## config.mk

```make
export PLATFORM = sky130hd
export DESIGN_NAME = prog_ram_loader_flat
export DESIGN_NICKNAME = d
export VERILOG_FILES = /design/src/rtl/prog_ram_loader_if.sv /design/src/rtl/prog_ram_loader.sv /design/src/flat_wrapper.sv
export SDC_FILE = /design/constraint.sdc
export NUM_CORES = 1
export LEC_CHECK = 0
export BUFFER_PORTS_ARGS = -buffer_cell sky130_fd_sc_hd__clkbuf_2
export CAP_MARGIN = 25
export CORE_MARGIN = 2
export CORE_UTILIZATION = 67
export DETAILED_ROUTE_END_ITERATION = 8
export PLACE_DENSITY = 0.81
export SLEW_MARGIN = 10
export SYNTH_ARGS = -nofsm -noshare
export SYNTH_HDL_FRONTEND = slang
export SYNTH_SLANG_ARGS = --single-unit
```

## constraint.sdc

```tcl
create_clock -name clk -period 11.55 [get_ports clk]
set_clock_uncertainty 0.15 [all_clocks]
set_input_delay 1.155 -clock clk [delete_from_list [all_inputs] [get_ports clk]]
set_output_delay 1.155 -clock clk [all_outputs]
set_load 0.02 [all_outputs]
```

## src/rtl/prog_ram_loader_if.sv

```systemverilog
// CPU fetch port of the writable program memory: address in, instruction and
// hold out. The CPU side uses the master modport, the loader the slave modport.
interface prog_ram_loader_if;
   logic [3:0] cpu_addr;
   logic [7:0] cpu_data;
   logic       cpu_hold;

   modport master (output cpu_addr, input  cpu_data, input  cpu_hold);
   modport slave  (input  cpu_addr, output cpu_data, output cpu_hold);
endinterface

```

## src/rtl/prog_ram_loader.sv

```systemverilog
// 16x8 program memory with a switch/pushbutton byte loader.
// Each byte is entered as two debounced nibble presses; while loading the CPU
// is held and sees NOPs. Define LOADER_DEFAULT_PROG_EN to reset the memory to
// the demo program instead of all zeros.
module prog_ram_loader #(
   parameter int DEBOUNCE_CYCLES = 120000
) (
   input  logic                   clk,
   input  logic                   reset,
   input  logic                   load_mode,
   input  logic                   btn_enter,
   input  logic [3:0]             switch,
   prog_ram_loader_if.slave       cpu,
   output logic [3:0]             disp_nibble,
   output logic                   phase
);

   localparam int CW = $clog2(DEBOUNCE_CYCLES + 1);
   localparam logic [CW-1:0] CNT_MAX = CW'(DEBOUNCE_CYCLES - 1);

`ifdef LOADER_DEFAULT_PROG_EN
   localparam logic [15:0][7:0] RST_IMAGE =
      {72'h0, 8'h90, 8'h1C, 8'hA0, 8'h86, 8'h90, 8'h43, 8'hBC};
`else
   localparam logic [15:0][7:0] RST_IMAGE = '0;
`endif

   typedef enum logic [1:0] {RUN, LOAD_HI, LOAD_LO} state_t;

   state_t            state_q, state_d;
   logic [5:0]        sync1_q, sync2_q;
   logic [CW-1:0]     cnt_q, cnt_d;
   logic              stable_q, stable_d;
   logic              stable_prev_q;
   logic [3:0]        wr_addr_q, wr_addr_d;
   logic [3:0]        hi_q, hi_d;
   logic [15:0][7:0]  mem_q, mem_d;

   logic              sync_mode, sync_btn, press;
   logic [3:0]        sync_sw;

   assign sync_mode = sync2_q[5];
   assign sync_btn  = sync2_q[4];
   assign sync_sw   = sync2_q[3:0];
   // One-cycle pulse in the first cycle the debounced level reads high.
   assign press     = stable_q & ~stable_prev_q;

   // Two-flop synchronizers for all raw operator inputs.
   always_ff @(posedge clk or posedge reset) begin
      if (reset) begin
         sync1_q <= '0;
         sync2_q <= '0;
      end else begin
         sync1_q <= {load_mode, btn_enter, switch};
         sync2_q <= sync1_q;
      end
   end

   // Debounce: a level change is accepted after DEBOUNCE_CYCLES differing cycles.
   always_comb begin
      cnt_d    = cnt_q;
      stable_d = stable_q;
      if (sync_btn == stable_q) begin
         cnt_d = '0;
      end else if (cnt_q == CNT_MAX) begin
         stable_d = sync_btn;
         cnt_d    = '0;
      end else begin
         cnt_d = cnt_q + CW'(1);
      end
   end

   // Debounce and press-edge registers.
   always_ff @(posedge clk or posedge reset) begin
      if (reset) begin
         cnt_q         <= '0;
         stable_q      <= 1'b0;
         stable_prev_q <= 1'b0;
      end else begin
         cnt_q         <= cnt_d;
         stable_q      <= stable_d;
         stable_prev_q <= stable_q;
      end
   end

   // FSM state register.
   always_ff @(posedge clk or posedge reset) begin
      if (reset) state_q <= RUN;
      else       state_q <= state_d;
   end

   // FSM next state: dropping load_mode always wins over a press.
   always_comb begin
      state_d = state_q;
      case (state_q)
         RUN:     if (sync_mode) state_d = LOAD_HI;
         LOAD_HI: if (!sync_mode) state_d = RUN;
                  else if (press) state_d = LOAD_LO;
         LOAD_LO: if (!sync_mode) state_d = RUN;
                  else if (press) state_d = LOAD_HI;
         default: state_d = RUN;
      endcase
   end

   // Loader datapath: nibble capture, memory write and write-address advance.
   always_comb begin
      wr_addr_d = wr_addr_q;
      hi_d      = hi_q;
      mem_d     = mem_q;
      case (state_q)
         RUN:     if (sync_mode) wr_addr_d = 4'd0;
         LOAD_HI: if (sync_mode && press) hi_d = sync_sw;
         LOAD_LO: if (sync_mode && press) begin
                     mem_d[wr_addr_q] = {hi_q, sync_sw};
                     wr_addr_d        = wr_addr_q + 4'd1;
                  end
         default: ;
      endcase
   end

   // Loader datapath registers; reset restores the memory image.
   always_ff @(posedge clk or posedge reset) begin
      if (reset) begin
         wr_addr_q <= 4'd0;
         hi_q      <= 4'd0;
         mem_q     <= RST_IMAGE;
      end else begin
         wr_addr_q <= wr_addr_d;
         hi_q      <= hi_d;
         mem_q     <= mem_d;
      end
   end

   // Outputs decoded from the registered state.
   always_comb begin
      cpu.cpu_hold = (state_q != RUN);
      phase        = (state_q == LOAD_LO);
      cpu.cpu_data = (state_q == RUN) ? mem_q[cpu.cpu_addr] : 8'h00;
      case (state_q)
         LOAD_HI: disp_nibble = wr_addr_q;
         LOAD_LO: disp_nibble = hi_q;
         default: disp_nibble = 4'h0;
      endcase
   end

endmodule

```

## src/flat_wrapper.sv

```systemverilog
// flat-port wrapper written by rule: the top's interface ports become plain ports
module prog_ram_loader_flat 
#(
   parameter int DEBOUNCE_CYCLES = 120000
)
  (clk, reset, load_mode, btn_enter, switch, disp_nibble, phase, cpu_cpu_addr, cpu_cpu_data, cpu_cpu_hold);
  prog_ram_loader_if cpu_i ();
  input  logic clk;
  input  logic reset;
  input  logic load_mode;
  input  logic btn_enter;
  input  logic [3:0] switch;
  output logic [3:0] disp_nibble;
  output logic phase;
  input wire logic [$bits(cpu_i.cpu_addr)-1:0] cpu_cpu_addr;
  output wire logic [$bits(cpu_i.cpu_data)-1:0] cpu_cpu_data;
  output wire logic [$bits(cpu_i.cpu_hold)-1:0] cpu_cpu_hold;
  assign cpu_i.cpu_addr = cpu_cpu_addr;
  assign cpu_cpu_data = cpu_i.cpu_data;
  assign cpu_cpu_hold = cpu_i.cpu_hold;
  prog_ram_loader #(.DEBOUNCE_CYCLES(DEBOUNCE_CYCLES)) u_core (.clk(clk), .reset(reset), .load_mode(load_mode), .btn_enter(btn_enter), .switch(switch), .cpu(cpu_i), .disp_nibble(disp_nibble), .phase(phase));
endmodule
```

Word-level counts from Yosys, hierarchy flattened
Index checks and enable logic that the tools add are counted.
Cells by class
  bitwise gates (word level): 3
  magnitude comparators: 3
  reductions and logical operators: 10
  muxes and demuxes: 18
  add/sub/neg operators: 2
  equal/unequal tests: 8
Operators by type and width (count)
  $bwmux W128: 1
  $mux W17: 2
  $bmux W8 S4: 1
  $demux W8 S4: 1
  $mux W8: 3
  $add A17 B1 Y17 const B: 1
  $eq A17 B17 Y1 const B: 1
  $pmux W4 S2: 2
  $lt A4 B5 Y1 const B: 2
  $mux W2: 5
  $mux W4: 2
  $ne A3 B3 Y1 const B: 2
  $pmux W2 S3: 1
  $reduce_and A2 Y1: 3
  $reduce_and A3 Y1: 2
  $add A4 B1 Y4 const B: 1
  $ge A4 B1 Y1 const B: 1
  $ne A2 B1 Y1 const B: 2
  $reduce_bool A2 Y1: 2
  $eq A2 B1 Y1 const B: 1
  $eq A2 B2 Y1 const B: 1
  $logic_and A1 B1 Y1: 2
  $logic_not A2 Y1: 1
  $not A1 Y1: 2
  other kinds (2): 2
Storage, ports and cells
  bits of input ports: 12
  flip-flop bits (word level): 169
  word-level logic and storage cells: 68

Logic depth before layout (Yosys ltp)
Gate-level depths: netlist of run 1.
  depth after elaboration: 5
  mapped depth: 7
  mapped depth without buffers: 6

Least setup slack after synthesis of run 1
Ideal clock, no wire load.
  path type: input to output
  start point: in cpu_cpu_addr[0]
  end point: out cpu_cpu_data[7]
  stages: 7
  arrival time: 2.493 ns
  required time: 10.245 ns
  setup slack: 7.752 ns
  cell sequence: buf_4 -> buf_6 -> buf_6 -> mux2i_1 -> nand2_1 -> a22o_1 -> a221o_1
Between the ends
  cells in the longest elaborated chain, start to end: 3
RTL lines
  start: declaration: RTL line flat_wrapper.sv:15  | input wire logic [$bits(cpu_i.cpu_addr)-1:0] cpu_cpu_addr;
  $bmux W8 S4: RTL line prog_ram_loader.sv:138  | cpu.cpu_data = (state_q == RUN) ? mem_q[cpu.cpu_addr] : 8'h00;
  $mux W8 (implied by the code): RTL line prog_ram_loader.sv:138
  $mux W8: RTL line prog_ram_loader.sv:138
  end: declaration: RTL line flat_wrapper.sv:16  | output wire logic [$bits(cpu_i.cpu_data)-1:0] cpu_cpu_data;
No other way between the ends. The select of a mux whose other input is x is not followed.

Final worst setup path of run 1
  start point: in cpu_cpu_addr[0]
  end point: out cpu_cpu_data[1]
Same word-level chain as after synthesis.

==> results of run 1 <==
[cell families (layout without fill, tap and decap cells)]
| kind of cell | count (synthesis) | after routing |
|---|---|---|
| AOI/OAI and AO/OA | 38 | 38 |
| xor gates and xnor gates | 13 | 13 |
| adders and majority gates | 9 | 9 |
| buffers and inverters | 44 | 66 |
| DFF | 169 | 169 |
| muxes | 179 | 179 |
| and+or+nand+nor | 95 | 95 |
[worst max-delay path, delay by kind of cell]
kind	cells	cell delay (ns)
buffers and inverters	3	0.79
muxes	1	0.58
AOI/OAI and AO/OA	2	0.54
[state kept, by name, indices dropped and copies added (netlist names)]
signal,cells
u_core.mem_q,128
u_core.hi_q,4
u_core.cnt_q,17
u_core.sync1_q,6
u_core.stable_q,1
u_core.sync2_q,6
u_core.stable_prev_q,1
u_core.wr_addr_q,4
u_core.state_q,2
[per-stage QoR]
step                cells  area, um^2  utilization  power (mW)  setup slack [ns]
global placement      682        7950       0.6963      0.6926             7.148
global route          712        8522       0.7463       1.255             7.030
CTS                   711        8494       0.7439       1.215             7.137
finish                712        8522       0.7463       1.209             7.163
detailed placement    682        7950       0.6963      0.6947             7.130
floorplan             547        7812            -      0.6716             5.670
[worst paths after layout]
kind	startpoint	endpoint	cells past startpoint
max reg2reg	u_core.state_q[0]	u_core.mem_q[124]	6
max	cpu_cpu_addr[0]	cpu_cpu_data[1]	6
min reg2reg	u_core.sync1_q[3]	u_core.sync2_q[3]	0
min	u_core.sync1_q[3]	u_core.sync2_q[3]	0
max in group asynchronous	reset	u_core.mem_q[30]	4
min in group asynchronous	reset	u_core.cnt_q[2]	2
[placed cells by master, fill, tap and decap left out, types with 3 or more instances in the layout]
| cell type | synthesis | layout |
|---|---|---|
| or4_1 | 3 | 3 |
| a22oi_1 | 6 | 6 |
| nand3_1 | 7 | 7 |
| ha_1 | 9 | 9 |
| o21ai_0 | 7 | 7 |
| and3_1 | 6 | 6 |
| and2_1 | 7 | 7 |
| nand2_2 | 12 | 12 |
| o22ai_1 | 5 | 5 |
| xnor2_1 | 3 | 3 |
| nor2_1 | 21 | 21 |
| nor3_1 | 3 | 3 |
| clkbuf_16 | 0 | 17 |
| xor2_1 | 10 | 10 |
| mux2i_1 | 16 | 16 |
| nand4_1 | 6 | 6 |
| dfrtp_1 | 169 | 169 |
| mux2_2 | 134 | 134 |
| nor2b_1 | 8 | 8 |
| a22o_1 | 6 | 6 |
| nand2_1 | 9 | 9 |
| clkbuf_8 | 0 | 7 |
| clkbuf_1 | 17 | 4 |
| clkbuf_2 | 0 | 25 |
| mux4_2 | 29 | 29 |
| nand3_2 | 4 | 4 |
| a221o_1 | 3 | 3 |
| inv_1 | 9 | 8 |
| a21oi_1 | 8 | 8 |
[metal layers]
layer  routed length, um  vias to the layer above
met1                6572                     2394
li1                    -                     2024
met2                7649                      124
met4                 525                        0
met3                 816                       39
met5                   0                        -
[where the power goes]
group	total (mW)	internal (mW)	switching (mW)
combinational	0.0803	0.0266	0.0536
clock	0.524	0.312	0.212
sequential	0.605	0.597	0.00799
[cell type report]
type | instances | area, um^2 | area share
Multi-Input combinational cell | 334 | 3363 | 0.3947
Timing Repair Buffer | 28 | 167.7 | 0.01967
Clock inverter | 1 | 7.507 | 0.0008809
Tap cell | 143 | 178.9 | 0.02100
Inverter | 9 | 38.79 | 0.004551
Clock buffer | 28 | 536.8 | 0.06299
Sequential cell | 169 | 4229 | 0.4963
==> flow_summary.ini, run 1 <==
[outcome]
status = finished clean

[critical_path]
start_kind = input pin
slowest_stage = mux4_2
timing.critical_path.cells = clkbuf_2 > buf_4 > mux4_2 > a22o_1 > a221o_1 > clkbuf_2
crit_required_ns = 10.25
r2r_setup_slack_ns = 8.97
crit_type = input pin to output port
slowest_delay_ns = 0.58
end_kind = output port
cp_common_cell = clkbuf_2
critPathMaxFanout = 35
critPathArrivalTime_ns = 3.08

[final_layout]
fillers = 731
num_antenna_cells = 0
syn_to_final_growth_pct = 9.081
finish.net_count = 580
drive_gt1_frac = 0.4130

[die]
initial_utilization = 0.6842
coreArea_um2 = 11420
die_width_um = 112.0
dieArea_um2 = 12540
rows = 39
dieHeight_um = 112.0
ios = 26

[timing]
period_share = 0.3798
final.setup.tns_ns = 0
slew_viol_final = 0
finalHoldViolCount = 0
worst_slew_pin_slew_ns = 0.8520
max_slew_margin = 0.4320
whs_ns = 0.2033
period_minus_slack_ns = 4.387
rsz0062_at_grt = no
setup_violations = 0
max_clock_freq_ghz = 0.2280

[yosys]
syn_area_per_cell_um2 = 14.28
synthAdderAreaFrac = 0.01441
synth_common_cells = dfrtp_1, mux2_2, mux4_2, nor2_1, clkbuf_1
synth-seq-cells = 169
synthFlopType = dfrtp_1
yosysSeqAreaShare = 0.5413
synthSimpleGateAreaFrac = 0.06967
synth.area.top_cells = dfrtp_1, mux2_2, mux4_2, mux2i_1, ha_1
syn_inst = 547
synth_compound_gate_area_share = 0.03459
synth_most_common_cell = dfrtp_1
syn_area_um2 = 7812
synth_largest_area_cell = dfrtp_1
yosysWarnings = 0
synth-edff-count = 0
async_reset_ff_frac = 1.000
synth_xor_area_frac = 0.01457
yosysTopAreaCellShare = 0.5413
synth_cell_types = 37
synth_fp_nets = 568
synth_top_family_by_area = multiplexers
muxShareOfSynthArea = 0.2972

[cts]
clock_latency_ns = 0.43
cts_tree = built
clkTransAtPathRegs_ns = 0.06
htree_levels = 4
cts_root_buf = clkbuf_16
holdBufCountCts = 0
post_cts_buffers = 0
cts.repair.resized = 0
cts.sinks = 169
clock_path_buffers = 2
cts_inserted_buffers = 17

[global_route]
grt_antenna_before_repair = 0
overflow = 0
grtUsageTotal = 0.2736
grt_use_met2 = 0.4226
grt_pass1_wl_mm = 25.62
grt-busiest-layer = met2
grt_max_degree = 95
use_met1 = 0.3724
grtUsageMet3 = 0.07131
grt_pass1_vias = 4805

[routing]
wl_mm = 15.56
ant_nets = 0
dr_total_vias = 4581
drt_iter0_drc = 408
via_per_inst = 6.434
post-route-drc-count = 0
dr.pass1.iters = 4
wl_per_cell_um = 21.86

[place]
place_congestion = 0.8377
port_buffers = 25
dp_hpwl_mm = 9.936

[job]
cap_violations = 0

[power_and_ir_drop]
ir_drop_mv = 0.1248
power_density_nw_per_um2 = 141.9
p_leak_nw = 4.163

[worst_hold_path]
hold_path_class = flip-flop to flip-flop
No activity file was read; power rests on OpenSTA's default activity.
==> inputs of run 2 (changes only) <==
--- a/config.mk
+++ b/config.mk
@@ -8,9 +8,9 @@
 export BUFFER_PORTS_ARGS = -buffer_cell sky130_fd_sc_hd__clkbuf_2
 export CAP_MARGIN = 25
 export CORE_MARGIN = 2
-export CORE_UTILIZATION = 67
+export CORE_UTILIZATION = 56
 export DETAILED_ROUTE_END_ITERATION = 8
-export PLACE_DENSITY = 0.81
+export PLACE_DENSITY = 0.72
 export SLEW_MARGIN = 10
 export SYNTH_ARGS = -nofsm -noshare
 export SYNTH_HDL_FRONTEND = slang
==> constraint.sdc (replaced) <==
create_clock -name clk -period 3.7 [get_ports clk]
set_clock_uncertainty 0.15 [all_clocks]
set_input_delay 0.37 -clock clk [delete_from_list [all_inputs] [get_ports clk]]
set_output_delay 0.37 -clock clk [all_outputs]
set_load 0.02 [all_outputs]
==> run 2 against run 1 <==
Final cell count up 6.7%. Worst setup slack worse by 6.3 ns. Critical path type is now flip-flop to output port. Flip-flop and latch count did not move. Critical path depth grew 1. Die area grew 19%. Register-to-register slack got worse by 7.8 ns. Clock power grew to 3.7 times the previous value. First-iteration DRC count down 20%. Sequential power grew to 3.1 times the previous value. Clock-buffer cell count is 10 lower. Via count shrank 0.46%. Design area grew 2.7%. Largest power group is now clock.
==> flow_summary.ini, run 2 (same netlist as run 1, synthesis figures left out) <==
[outcome]
status = finished clean

[die]
dieArea_um2 = 14910
coreArea_um2 = 13770
dieHeight_um = 122.1
die_width_um = 122.1
initial_utilization = 0.5672
ios = 26
rows = 43

[cts]
cts.repair.resized = 0
clock_path_buffers = 2
post_cts_buffers = 0
cts.sinks = 169
cts_tree = built
clock_latency_ns = 0.43
cts_inserted_buffers = 17
htree_levels = 4
clkTransAtPathRegs_ns = 0.06
cts_root_buf = clkbuf_16

[final_layout]
fin_area_um2 = 8753
largest_register_ffs = 128
reg_top3 = u_core.mem_q (128), u_core.cnt_q (17)
final_cell_mix = dfrtp_1, mux2_2, mux4_2, clkbuf_2, nor2_1
syn_to_final_growth_pct = 12.04
num_antenna_cells = 0
drive_gt1_frac = 0.4190
mostFrequentLayoutCell = dfrtp_1
fillers = 1045
multiInputGateArea_um2 = 3363
register_area_um2 = 4229
finish.net_count = 589
fin_cells = 760
regMostFlops = u_core.mem_q

[routing]
drt_iter0_drc = 328
dr_total_vias = 4560
wl_mm = 16.03
dr.pass1.iters = 4
wl_per_cell_um = 21.09
ant_nets = 0
via_per_inst = 6.000
post-route-drc-count = 0

[place]
place_area_um2 = 8043
dp_slack_ns = 1.074
dp_hpwl_mm = 10.47
dp.cells = 722
place_congestion = 0.8359
port_buffers = 25

[timing]
fin_ws_ns = 0.8435
setup_violations = 0
max_slew_margin = 0.4739
slew_viol_final = 0
period_share = 0.7720
worst_slew_pin_slew_ns = 0.7892
period_minus_slack_ns = 2.857
rsz0062_at_grt = no
max_clock_freq_ghz = 0.3501
final.setup.tns_ns = 0
finalHoldViolCount = 0

[global_route]
overflow = 0
grtUsageTotal = 0.2354
grt_pass1_wl_mm = 25.88
grt_max_degree = 93
grt_pass1_vias = 4773
grt_antenna_before_repair = 0

[critical_path]
critPathArrivalTime_ns = 2.34
crit_required_ns = 3.18
crit_type = flip-flop to output port
start_kind = flip-flop
critPathMaxFanout = 7
end_kind = output port

[power_and_ir_drop]
p_leak_nw = 4.242
combPwrFrac = 0.064
seqPwrFrac = 0.465
pwr-share-clk = 0.472
p_int_mw = 3.159
swShare = 0.2223
power_density_nw_per_um2 = 464.0
ir_drop_mv = 0.4588
netSwitchingPower_mw = 0.9027

[worst_hold_path]
hold_path_class = flip-flop to flip-flop

[job]
cap_violations = 0
-- run 2: changes by cell type in the layout (fill, tap and decap cells not counted), sizes merged --
cell,before,now
inv,9,8
clkinv,0,5
clkbuf,53,43
clkinvlp,1,4
bufinv,0,5
dlygate4sd3,0,7
buf,3,5
-- run 2: final cells by class --
cell class / count / area share
clock buffers: 18 / 0.05017
inverters: 9 / 0.004288
well taps: 180 / 0.02573
repair buffers: 37 / 0.02945
multi-input cells: 334 / 0.3842
clock inverters: 13 / 0.02301
flip-flops and latches: 169 / 0.4831
-- run 2: routing by layer --
metal	share of wire	GRT usage	wire, um
met1	0.42	0.3071	6804
met2	0.52	0.3883	8295
met3	0.043	0.05618	687
met4	0.015	0.08261	241
met5	0	0	0
-- run 2: path summary, 6_finish.rpt --
check,start,end,slack (ns),depth (start not counted)
setup / recovery,u_core.state_q[0],cpu_cpu_data[7],0.84,7
hold / removal,u_core.sync1_q[5],u_core.sync2_q[5],0.20,0
setup reg to reg,u_core.state_q[0],u_core.mem_q[108],1.13,6
hold reg to reg,u_core.sync1_q[5],u_core.sync2_q[5],0.20,0
max in group asynchronous,reset,u_core.mem_q[77],2.31,4
min in group asynchronous,reset,u_core.sync1_q[3],0.30,3
-- run 2: repair_timing --
item,CTS,global route
endpoints found under the hold margin,18,0
hold buffers,7,0
setup endpoints to repair,0,0
-- run 2: metrics by stage --
step / total power, mW / util / hold slack (ns)
6_report: 4.061 / 0.6355 / 0.1993
2_1_floorplan: 2.097 / - / 0.1812
4_1_cts: 4.104 / 0.6355 / 0.1997
3_3_place_gp: 2.168 / 0.5839 / 0.1848
5_1_grt: 4.221 / 0.6355 / 0.2110
3_5_place_dp: 2.176 / 0.5839 / 0.1847
-- run 2: power groups by stage --
stage,clock (mW),sequential [mW],combinational [mW]
after floorplan,0,1.91,0.189
final,1.92,1.89,0.258
after CTS,1.95,1.89,0.261
after global placement,0,1.92,0.247
after detailed placement,0,1.92,0.254
after global routing,2.05,1.89,0.285
-- run 2: worst max-delay path: stages (launching register included) --
cell and delay (ns):
dfrtp_1 0.40, inv_1 0.09, ha_1 0.33, nand2_1 0.27
a21oi_1 0.10, a22o_1 0.25, a221o_1 0.30, clkbuf_2 0.16
